===== src/rtl/uart_pkg.sv =====
// uart_pkg: shared UART datapath types and helpers.
// Holds the PISO state encodings and the bit-count width helper.
package uart_pkg;

  typedef logic [0:0] state_t;

  localparam state_t ST_IDLE  = 1'b0;
  localparam state_t ST_SHIFT = 1'b1;

  function automatic int cnt_w(input int width);
    return $clog2(width);
  endfunction

endpackage


===== src/rtl/piso_shifter.sv =====
// piso_shifter: parallel-in/serial-out shifter with one-entry hold register.
// Ports: clk, reset (async, high); data/load_valid/load_ready word load
// handshake; shift_en bit tick; q serial out; busy word active; done last-bit pulse.
module piso_shifter
  import uart_pkg::*;
#(
  parameter int WIDTH      = 8,
  parameter bit LSB_FIRST  = 1'b1,
  parameter bit IDLE_LEVEL = 1'b1
) (
  input  logic             clk,
  input  logic             reset,
  input  logic [WIDTH-1:0] data,
  input  logic             load_valid,
  output logic             load_ready,
  input  logic             shift_en,
  output logic             q,
  output logic             busy,
  output logic             done
);

  localparam int            CW   = cnt_w(WIDTH);
  localparam logic [CW-1:0] LAST = CW'(WIDTH - 1);

  state_t           state_q, state_d;
  logic [WIDTH-1:0] hold_q, hold_d;
  logic             hold_full_q, hold_full_d;
  logic [WIDTH-1:0] sr_q, sr_d;
  logic [CW-1:0]    cnt_q, cnt_d;
  logic             q_q, q_d;
  logic             done_q, done_d;

  logic last;
  logic xfer;
  logic accept;

  function automatic logic first_bit(input logic [WIDTH-1:0] w);
    return LSB_FIRST ? w[0] : w[WIDTH-1];
  endfunction

  always_comb begin
    last = (state_q == ST_SHIFT) && shift_en
        && (cnt_q == LAST);
    // Held word moves in either from idle or
    // right as the final bit period closes.
    xfer = hold_full_q
        && ((state_q == ST_IDLE) || last);
    load_ready = !hold_full_q || xfer;
    accept     = load_valid && load_ready;
  end

  always_comb begin
    hold_d      = hold_q;
    hold_full_d = hold_full_q;
    if (accept) begin
      hold_d      = data;
      hold_full_d = 1'b1;
    end else if (xfer) begin
      hold_full_d = 1'b0;
    end
  end

  always_comb begin
    state_d = state_q;
    sr_d    = sr_q;
    cnt_d   = cnt_q;
    q_d     = q_q;
    done_d  = last;
    if (xfer) begin
      state_d = ST_SHIFT;
      sr_d    = hold_q;
      cnt_d   = '0;
      q_d     = first_bit(hold_q);
    end else if (last) begin
      state_d = ST_IDLE;
      cnt_d   = '0;
      q_d     = IDLE_LEVEL;
    end else if ((state_q == ST_SHIFT) && shift_en) begin
      cnt_d = cnt_q + 1'b1;
      if (LSB_FIRST) begin
        sr_d = {1'b0, sr_q[WIDTH-1:1]};
        q_d  = sr_q[1];
      end else begin
        sr_d = {sr_q[WIDTH-2:0], 1'b0};
        q_d  = sr_q[WIDTH-2];
      end
    end
  end

  always_ff @(posedge clk or posedge reset) begin
    if (reset) begin
      state_q     <= ST_IDLE;
      hold_q      <= '0;
      hold_full_q <= 1'b0;
      sr_q        <= '0;
      cnt_q       <= '0;
      q_q         <= IDLE_LEVEL;
      done_q      <= 1'b0;
    end else begin
      state_q     <= state_d;
      hold_q      <= hold_d;
      hold_full_q <= hold_full_d;
      sr_q        <= sr_d;
      cnt_q       <= cnt_d;
      q_q         <= q_d;
      done_q      <= done_d;
    end
  end

  assign q    = q_q;
  assign busy = (state_q == ST_SHIFT);
  assign done = done_q;

endmodule


===== config.mk =====
export PLATFORM = sky130hd
export DESIGN_NAME = piso_shifter
export DESIGN_NICKNAME = d
export VERILOG_FILES = /design/src/rtl/uart_pkg.sv /design/src/rtl/piso_shifter.sv
export SDC_FILE = /design/constraint.sdc
export NUM_CORES = 1
export LEC_CHECK = 0
export ABC_AREA = 1
export BUFFER_PORTS_ARGS = -buffer_cell sky130_fd_sc_hd__clkbuf_2
export CORE_MARGIN = 1.5
export CORE_UTILIZATION = 58
export CTS_CLUSTER_DIAMETER = 80
export DETAILED_ROUTE_END_ITERATION = 12
export PLACE_DENSITY = 0.85
export SETUP_SLACK_MARGIN = 0.05
export SLEW_MARGIN = 20
export SYNTH_ARGS = -nofsm -noshare
export SYNTH_HDL_FRONTEND = slang
export SYNTH_SLANG_ARGS = --single-unit

===== constraint.sdc =====
create_clock -name clk -period 4.1 [get_ports clk]
set_input_delay 0.615 -clock clk [delete_from_list [all_inputs] [get_ports clk]]
set_output_delay 0.615 -clock clk [all_outputs]
set_load 0.02 [all_outputs]

==> impl_metrics.py <==
metrics = {
    "floorplanning": {
        "fp.dieH_um": 45.67,
        "fp.dieArea_um2": 2086,
        "die_w_um": 45.67,
        "start_util": 0.6116,
        "row_count": 15,
        "placeableCoreArea_um2": 1727,
        "pin_count": 16,
    },
    "sta": {
        "fin_crit_sh": 0.5887,
        "final_hold_viol_count": 0,
        "worst_pin_slew_ps": 783.4,
        "drv_slew": 0,
        "fin_crit_ps": 2414,
        "tns_ps": 0,
        "layout_setup_ws_ps": 1686,
        "grt_setup_unrepaired": "no",
        "max_slew_margin": 0.4771,
        "fmax_ghz": 0.4143,
        "clock-skew-final_ps": 11.16,
        "finalSetupViolCount": 0,
    },
    "worst_setup_path": {
        "cp_max_fo": 11,
        "max_stage_delay_ps": 410,
        "crit_slowest_cell": "dfrtp_1",
        "r2r_cells": 7,
        "timing.critical_path.cells": "ha_1 > ha_1 > nand3_4 > nand3_1 > clkbuf_2",
        "crit_type": "flop to output pin",
        "crit_top_cell": "ha_1",
        "required_ps": 3480,
        "crit_path_end_kind": "output pin",
        "arrival_ps": 1800,
        "cp_top_family": "adder cells",
        "path_buf_inv": 1,
        "cp_num_cells": 5,
        "crit_path_start_kind": "flop",
    },
    "layout": {
        "drive_gt1_frac": 0.1958,
        "syn2layout_area_growth_pct": 11.02,
        "antenna_cells": 0,
        "nNetsFinal": 158,
    },
    "place": {
        "dp_hpwl_um": 1372,
        "place_ws_ps": 2021,
        "gp_congestion": 0.8000,
        "io_buffers": 15,
    },
    "routing": {
        "drc": 0,
        "antenna_left": 0,
        "routed_wirelength_um": 1786,
        "viasPerCell": 4.798,
        "drtIter0Drc": 19,
        "wl_per_cell_um": 10.63,
        "dr_total_vias": 806,
        "drt_first_pass_iters": 4,
    },
    "power": {
        "comb_power_share": 0.329,
        "p_per_area_nw_per_um2": 588.3,
        "p_clk_frac": 0.143,
        "seqPwrFrac": 0.528,
        "p_leak_nw": 0.6705,
        "power.net_switching_w": 0.0002607,
        "p_int_w": 0.0004290,
        "swShare": 0.3780,
        "ir_worst_vdd_v": 0.0003665,
    },
    "global_routing": {
        "grt_max_degree": 23,
        "grt_use_total": 0.2078,
        "grt_pass1_vias": 756,
        "grt_pass1_wl_um": 3132,
        "grt_overflow_total": 0,
        "antenna_found_initial": 0,
    },
    "outcome": {
        "status": "finished clean",
    },
    "clocking": {
        "htreeDepth": 1,
        "holdBufCountCts": 0,
        "clk_path_buf_depth": 2,
        "cts_tree": "yes",
        "clock_latency_ps": 300,
        "clk_pin_slew_ps": 120,
        "ctsResizeCount": 0,
        "cts_buffers": 3,
        "root_buffer": "clkbuf_4",
        "cts_setup_buffers": 0,
        "clock-sinks": 22,
    },
    "synthesis": {
        "yosysSeqAreaShare": 0.5225,
        "synth_cell_types": 22,
        "avgSynthCellArea_um2": 8.315,
        "syn_inst": 127,
        "synth.cell_area_um2": 1056,
        "synth_seq_cells": 22,
        "yosysWarnings": 0,
        "synth_fp_nets": 141,
    },
    "worst_hold_path": {
        "min_path_type": "input port to asynchronous set/reset pin",
    },
    "flow_run": {
        "cap_violations": 0,
    },
}
-- placed cells by master (no fill, tap or decap), types with 2 or more instances in the layout --
cell | netlist | routed
nor2_2 | 2 | 2
clkbuf_4 | 0 | 3
nand2_1 | 43 | 43
nand3_1 | 24 | 24
nand2_2 | 2 | 2
nand3b_1 | 2 | 2
dfrtp_1 | 21 | 21
ha_1 | 2 | 2
inv_1 | 17 | 17
clkbuf_2 | 0 | 15
-- kinds of logic after synthesis --
family | after synthesis | synth area share
DFF | 22 | 0.5225
xor gates and xnor gates | 1 | 0.008295
AOI/OAI and AO/OA | 1 | 0.004735
and+or+nand+nor | 79 | 0.3566
adders and majority gates | 2 | 0.02369
buffers and inverters | 22 | 0.08411
-- power groups by stage --
stage | Clock (W) | Combinational (W) | Sequential, W
5_1_grt | 0.000110 | 0.000267 | 0.000372
2_1_floorplan | 0 | 0.000185 | 0.000352
3_3_place_gp | 0 | 0.000219 | 0.000362
6_report | 0.0000987 | 0.000227 | 0.000364
4_1_cts | 0.000102 | 0.000229 | 0.000362
3_5_place_dp | 0 | 0.000228 | 0.000366
-- cells in the mapped netlist --
master | instances | share of area
nand2_1 | 43 | 0.15
nand3_1 | 24 | 0.11
dfrtp_1 | 21 | 0.50
inv_1 | 17 | 0.060
ha_1 | 2 | 0.024
nand2_2 | 2 | 0.012
nand3b_1 | 2 | 0.014
nor2_2 | 2 | 0.012
buf_2 | 1 | 0.0047
buf_4 | 1 | 0.0071
clkbuf_1 | 1 | 0.0036
clkinv_2 | 1 | 0.0047
dfstp_2 | 1 | 0.025
inv_2 | 1 | 0.0036
nand2_4 | 1 | 0.011
nand3_4 | 1 | 0.017
nand4_1 | 1 | 0.0059
nor2_1 | 1 | 0.0036
nor2_4 | 1 | 0.011
nor3_1 | 1 | 0.0047
o21ai_0 | 1 | 0.0047
xor2_1 | 1 | 0.0083
-- worst reg2reg max path: cells and delay by family, from the launching register on --
kind / cells / cell delay (ps)
fa+ha+maj: 2 / 420
flops: 1 / 410
simple gates: 5 / 920
-- area by class of cell --
cell class / instances / area [um2]
Timing Repair Buffer: 15 / 75.07
Clock buffer: 4 / 26.28
Multi-Input combinational cell: 83 / 415.4
Fill cell: 144 / 554.3
Inverter: 19 / 72.57
Sequential cell: 22 / 551.8
Tap cell: 25 / 31.28
-- routing by layer --
layer	vias to the layer above	global-route usage	wire length (um)
li1	428	-	-
met1	360	0.2979	905
met2	16	0.3211	822
met3	2	0.02381	53
met4	0	0.08235	5
met5	-	0	0
-- final timing paths --
check | start | endpoint | slack (ps)
setup / recovery | cnt_q[0] | load_ready | 1690
max in group asynchronous | reset | done | 3180
hold / removal | reset | hold_q[3] | 420
hold reg to reg | q | q | 480
min in group clk | q | q | 480
setup reg to reg | cnt_q[0] | hold_q[0] | 2300
-- sequential cells by signal, summed over array words and instances, names as in the netlist --
signal and cells:
busy 1, cnt_q 3, done 1, hold_full_q 1, hold_q 8, q 1, sr_q 7
-- metrics by stage --
step / power, W / cell area (um2) / std cells / util / hold WS, ps
after global routing: 0.0007488 / 1172 / 168 / 0.6790 / 486.4
after global placement: 0.0005810 / 1146 / 164 / 0.6638 / 453.7
after floorplan: 0.0005373 / 1056 / 127 / - / 433.2
after detailed placement: 0.0005943 / 1146 / 164 / 0.6638 / 463.0
after CTS: 0.0006928 / 1172 / 168 / 0.6790 / 451.3
final: 0.0006897 / 1172 / 168 / 0.6790 / 418.7
(Power assumes the default switching activity.)
